**config.mk**
```make
export PLATFORM = sky130hd
export DESIGN_NAME = led_pattern_ctrl
export DESIGN_NICKNAME = d
export VERILOG_FILES = /design/src/rtl/led_pkg.sv /design/src/rtl/led_rate_prescaler.sv /design/src/rtl/led_pattern_ctrl.sv
export SDC_FILE = /design/constraint.sdc
export NUM_CORES = 1
export LEC_CHECK = 0
export CORE_MARGIN = 3
export CORE_UTILIZATION = 30
export CTS_CLUSTER_DIAMETER = 40
export DETAILED_ROUTE_END_ITERATION = 6
export PLACE_DENSITY = 0.55
export SYNTH_ARGS = -nofsm -noshare
export SYNTH_HDL_FRONTEND = slang
export SYNTH_SLANG_ARGS = --single-unit
```
**constraint.sdc**
```tcl
create_clock -name clock -period 7.28 [get_ports clock]
set_input_delay 1.456 -clock clock [delete_from_list [all_inputs] [get_ports clock]]
set_output_delay 1.456 -clock clock [all_outputs]
set_load 0.01 [all_outputs]
```
**src/rtl/led_pkg.sv**
```systemverilog
// led_pkg: shared mode/direction types and constants for the LED pattern controller
package led_pkg;
    localparam int RATE_W = 2;
    typedef enum logic [1:0] {MODE_ROTL, MODE_ROTR, MODE_PING, MODE_BLINK} mode_t;
    typedef enum logic {DIR_LEFT, DIR_RIGHT} dir_t;
    localparam logic COLOR_GREEN = 1'b0;
    localparam logic COLOR_BLUE  = 1'b1;
endpackage

```
**src/rtl/led_rate_prescaler.sv**
```systemverilog
// led_rate_prescaler: counts clocks and pulses tick once per selected period
module led_rate_prescaler
    import led_pkg::*;
#(
    parameter int CNT_WIDTH = 32,
    parameter int R0 = 3,
    parameter int R1 = 10,
    parameter int R2 = 100,
    parameter int R3 = 5000
) (
    input  logic              clock,
    input  logic              i_reset,
    input  logic [RATE_W-1:0] rate,
    input  logic              en,
    input  logic              clear,
    output logic              tick
);
    logic [CNT_WIDTH-1:0] cnt;
    logic [CNT_WIDTH-1:0] last;

    // last count value of the selected period; >= compare lets a shorter period take effect at once
    always_comb last = (rate == RATE_W'(0)) ? CNT_WIDTH'(R0 - 1) :
                       (rate == RATE_W'(1)) ? CNT_WIDTH'(R1 - 1) :
                       (rate == RATE_W'(2)) ? CNT_WIDTH'(R2 - 1) : CNT_WIDTH'(R3 - 1);

    assign tick = en & (cnt >= last);

    // restart on clear or tick, otherwise count only while enabled
    always_ff @(posedge clock or negedge i_reset) begin
        if (!i_reset)
            cnt <= '0;
        else if (clear || tick)
            cnt <= '0;
        else if (en)
            cnt <= cnt + CNT_WIDTH'(1);
    end
endmodule

```
**src/rtl/led_pattern_ctrl.sv**
```systemverilog
// led_pattern_ctrl: rate-ticked LED pattern generator with colour bank routing; LED_PWM_DIM_EN adds i_duty bank dimming
module led_pattern_ctrl
    import led_pkg::*;
#(
    parameter int N_LEDS    = 4,
    parameter int CNT_WIDTH = 32,
    parameter int R0        = 3,
    parameter int R1        = 10,
    parameter int R2        = 100,
    parameter int R3        = 5000
) (
    input  logic              clock,
    input  logic              i_reset,
`ifdef LED_PWM_DIM_EN
    input  logic [3:0]        i_duty,
`endif
    input  logic [RATE_W-1:0] i_rate,
    input  logic [1:0]        i_mode,
    input  logic              i_en,
    input  logic              i_color,
    output logic [N_LEDS-1:0] o_led,
    output logic [N_LEDS-1:0] o_led_b,
    output logic [N_LEDS-1:0] o_led_g,
    output logic              o_tick
);
    logic [N_LEDS-1:0] pat, pat_nxt, init, adv, ping_pat;
    dir_t              dir, dir_nxt;
    mode_t             mode, mode_q;
    logic              change, tick, turn, go_left, on;

    assign mode   = mode_t'(i_mode);
    assign change = mode != mode_q;
    assign o_tick = tick;

    led_rate_prescaler #(
        .CNT_WIDTH(CNT_WIDTH), .R0(R0), .R1(R1), .R2(R2), .R3(R3)
    ) u_presc (
        .clock  (clock),
        .i_reset(i_reset),
        .rate   (i_rate),
        .en     (i_en),
        .clear  (change),
        .tick   (tick)
    );

    // next pattern: mode reload wins over a tick; ping-pong reverses on the tick that reaches an end
    always_comb begin
        init     = (mode == MODE_BLINK) ? {N_LEDS{1'b1}} : N_LEDS'(1);
        turn     = (dir == DIR_LEFT) ? pat[N_LEDS-1] : pat[0];
        go_left  = (dir == DIR_LEFT) ^ turn;
        ping_pat = (N_LEDS == 1) ? pat : go_left ? pat << 1 : pat >> 1;
        adv      = (mode_q == MODE_ROTL) ? (pat << 1) | (pat >> (N_LEDS - 1)) :
                   (mode_q == MODE_ROTR) ? (pat >> 1) | (pat << (N_LEDS - 1)) :
                   (mode_q == MODE_PING) ? ping_pat : ~pat;
        pat_nxt  = change ? init : tick ? adv : pat;
        dir_nxt  = change ? DIR_LEFT :
                   (tick && mode_q == MODE_PING) ? (go_left ? DIR_LEFT : DIR_RIGHT) : dir;
    end

    // pattern, direction and registered mode
    always_ff @(posedge clock or negedge i_reset) begin
        if (!i_reset) begin
            pat    <= N_LEDS'(1);
            dir    <= DIR_LEFT;
            mode_q <= MODE_ROTL;
        end else begin
            pat    <= pat_nxt;
            dir    <= dir_nxt;
            mode_q <= mode;
        end
    end

`ifdef LED_PWM_DIM_EN
    logic [3:0] p;

    // free-running dimming phase; banks are lit while p < i_duty
    always_ff @(posedge clock or negedge i_reset) begin
        if (!i_reset)
            p <= 4'd0;
        else
            p <= p + 4'd1;
    end

    assign on = p < i_duty;
`else
    assign on = 1'b1;
`endif

    assign o_led   = pat;
    assign o_led_b = (on && i_color == COLOR_BLUE)  ? pat : '0;
    assign o_led_g = (on && i_color == COLOR_GREEN) ? pat : '0;
endmodule

```
==> impl_summary.log <==
INFO  metric max_stage_delay = 590 ps
INFO  metric wl = 5590 um
INFO  metric placed_cells_incl_taps = 374
INFO  metric max_slew_margin = 39.5%
INFO  metric vias_per_cell = 5.17
INFO  metric cellLeakagePower = 0.00116 uW
INFO  metric power.switching_fraction = 27.2%
INFO  metric final.setup_skew = 7.49 ps
INFO  metric first_iter_violations = 61
INFO  metric cts.root.buffer_cell = clkbuf_8
INFO  metric total_switching_power = 117 uW
INFO  metric dr.pass1.iters = 4
INFO  metric fin_hold_ws = 514 ps
INFO  metric postSynthCellCount = 262
INFO  metric area_added_between_synthesis_and_finish = 15.6%
INFO  metric timing.max_cap.violations = 0
INFO  metric combPwrFrac = 13.5%
INFO  metric cellInternalPower = 313 uW
INFO  metric grt_util_all_layers = 13.8%
INFO  metric crit_arrival = 4170 ps
INFO  metric die_h = 95.1 um
INFO  metric kind_of_start_point_of_the_critical_path = input port
INFO  metric setup_repair_after_global_routing_missed_its_margin = false
INFO  metric die_w = 95.1 um
INFO  metric synth_nets = 281
INFO  metric post_route_cells_drive_above_1_share = 6.36%
INFO  metric postCtsHoldBufs = 0
INFO  metric worstSetupPathType = input port to primary output
INFO  metric setup_viol_count_final = 0
INFO  metric power.share.clock = 33.5%
INFO  metric outcome = finished, final reports clean
INFO  metric antenna_cells_inserted = 0
INFO  metric clkLatencyLatePin = 300 ps
INFO  metric total_congestion_overflow_after_global_routing = 0
INFO  metric final.setup.tns = 0 ps
INFO  metric detailedPlacementHpwl = 4010 um
INFO  metric ys_warn_count = 0
INFO  metric floorplan.core_area = 7490 um2
INFO  metric vdd.ir_drop.worst = 0.0000562 V
INFO  metric wire_length_of_the_first_global_routing_pass = 9880 um
INFO  metric grt_pass1_vias = 1942
INFO  metric nNetsFinal = 301
INFO  metric drc_errors = 0
INFO  metric row_count = 31
INFO  metric boundaryPins = 21
INFO  metric powerDensity = 156 nW/um2
INFO  metric drt.antenna.violating_nets = 0
INFO  metric post_layout_nonfiller_instances = 382
INFO  metric floorplan.die_area = 9050 um2
INFO  metric p_seq_share = 52.9%
INFO  metric post_cts_buffers = 0
INFO  metric worstMarginPinSlew = 901 ps
INFO  metric final_core_util = 36.8%
INFO  metric endpoint_kind = primary output
INFO  metric post_syn_area_per_cell = 9.10 um2
INFO  metric required_time_of_the_critical_path = 5820 ps
INFO  metric clkSlewWorstSetupHoldPaths = 70 ps
INFO  metric numCtsBuffers = 5
INFO  metric finalCritPeriodShare = 77.3%
INFO  metric io_buffer_count = 20
INFO  metric cts_resized = 0
INFO  metric syn_std_cell_area = 2380 um2
INFO  metric path_cells = clkdlybuf4s50_1 -> nand2_1 -> ha_1 -> or4b_4 -> a211oi_1 -> o21ai_1 -> a21oi_4 -> clkdlybuf4s50_1
INFO  metric tritoncts = yes
INFO  metric min_period = 5630 ps
INFO  metric crit_top_cell = clkdlybuf4s50_1
INFO  metric gp_congestion = 0.805
INFO  metric worstPathMaxFanout = 8
INFO  metric initial_cell_density_of_the_core = 31.8%
INFO  metric timing.hold.worst.class = register to register
INFO  metric final_max_slew_viol_count = 0
INFO  metric grt_start_max_net_pins = 40
INFO  metric synth_top_flop_cell = dfrtp_1
INFO  metric achievable-frequency = 178 MHz
INFO  metric deepest_level_of_the_cts_h_tree = 2
INFO  metric synth_enable_flop_cells = 0
INFO  metric detail_route.wl_per_cell = 14.6 um
INFO  metric netlist-cell-type-count = 51
INFO  metric synthArstFlopShare = 100%
INFO  metric cts_num_sinks = 39
INFO  metric crit_slowest_cell = clkdlybuf4s50_1
INFO  metric synth-seq-area-share = 41.0%
INFO  metric ys_ff_latch = 39
INFO  metric timing_hold_violations_final = 0
INFO  metric vias = 1976
INFO  metric clock_path_buffers = 2
INFO  metric number_of_antenna_violations_at_the_first_check_in_global_routing = 0
[layout by cell type, fill, tap and decap left out, types with 2 or more instances in the layout]
master           count
o31ai_1              2
or2_2                2
xnor2_1              5
clkbuf_8             5
and2_1               6
o211ai_1             3
nor3_1               6
nand4_1             11
nor2b_1              5
nand2b_1             3
dfrtp_1             38
ha_1                11
a2111oi_0            2
inv_1                9
nor2_1              39
nor4_1               6
clkdlybuf4s50_1     19
o21ai_0              7
a21oi_1             14
clkbuf_1             2
xor2_1              19
and4_1               4
and3_1               5
nand3_1             14
a31oi_1              4
nand2_1             13
[worst paths after layout]
check / start / endpoint / slack (ps) / depth (start not counted)
setup / recovery: i_rate[0] / o_tick / 1650 / 8
hold / removal: u_presc.cnt[31]$_DFFE_PN0P_ / u_presc.cnt[31]$_DFFE_PN0P_ / 510 / 2
setup reg to reg: u_presc.cnt[12]$_DFFE_PN0P_ / u_presc.cnt[9]$_DFFE_PN0P_ / 4280 / 8
hold reg to reg: u_presc.cnt[31]$_DFFE_PN0P_ / u_presc.cnt[31]$_DFFE_PN0P_ / 510 / 2
max in group asynchronous: i_reset / u_presc.cnt[14]$_DFFE_PN0P_ / 5460 / 1
min in group asynchronous: i_reset / u_presc.cnt[6]$_DFFE_PN0P_ / 1270 / 1
[power by group through the flow]
stage,sequential [uW],combinational (uW),clock [uW]
after floorplan,228,33.9,0
after global placement,232,58.9,0
after detailed placement,232,59.2,0
after CTS,227,59.3,149
after global routing,228,65.2,158
final,228,58.2,144
[synth_stat cells, types with 2 or more instances]
cell	number	area (um2)
inv_1	9	33.8
clkbuf_1	3	11.3
dfrtp_1	38	951
and2_1	6	37.5
nand4_1	11	68.8
ha_1	11	138
nand3_1	14	70.1
nor4_1	6	37.5
buf_2	5	25.0
nor2b_1	5	31.3
o211ai_1	3	22.5
a2111oi_0	2	17.5
a31oi_1	4	25.0
and4_1	4	35.0
nor3_1	6	30.0
xor2_1	19	166
or2_2	2	12.5
xnor2_1	5	43.8
a21oi_1	14	70.1
nand2_1	13	48.8
and3_1	5	31.3
o31ai_1	2	15.0
o21ai_0	7	35.0
nor2_1	39	146
nand2b_1	3	18.8
[metrics by stage]
step	power [uW]	area (um2)	setup slack [ps]
after global routing	451	2760	1490
final	430	2760	1650
after global placement	290	2670	1720
after floorplan	262	2380	2910
after detailed placement	291	2670	1660
after CTS	436	2760	1630
[registers in the layout, summed over array words and instances, names as in the netlist]
register	count
dir	1
mode_q	2
o_led	4
u_presc.cnt	32
[final cells by class]
| class | count | area [um2] |
|---|---|---|
| clock buffer | 7 | 76.3 |
| clock inverter | 1 | 5.00 |
| fill | 792 | 4730 |
| inverter | 9 | 33.8 |
| multi-input combinational | 206 | 1340 |
| sequential | 39 | 977 |
| tap | 99 | 124 |
| timing repair buffer | 21 | 203 |
[cells by family (layout without fill, tap and decap cells)]
kind of cell               after synthesis  count (layout)  share of synthesized area (%)
and+or+nand+nor                        124             124                           27.8
AOI/OAI and AO/OA                       45              45                           12.8
DFF                                     39              39                           41.0
xor gates and xnor gates                24              24                           8.82
buffers and inverters                   17              38                           2.94
adders and majority gates               11              11                           5.77
muxes                                    2               2                          0.892
[layer usage]
| layer | share of wire [%] | global-route usage, % |
|---|---|---|
| met5 | 0 | 0 |
| met4 | 1.8 | 4.93 |
| met3 | 2.0 | 2.60 |
| met2 | 46 | 21.7 |
| met1 | 50 | 18.7 |
[critical path, delay by kind of cell]
family / cells / cell delay (ps)
simple gates: 2 / 640
fa+ha+maj: 1 / 310
buf+inv: 2 / 1100
compound gates: 3 / 660
Note: power is estimated with default switching activity, not from simulation.
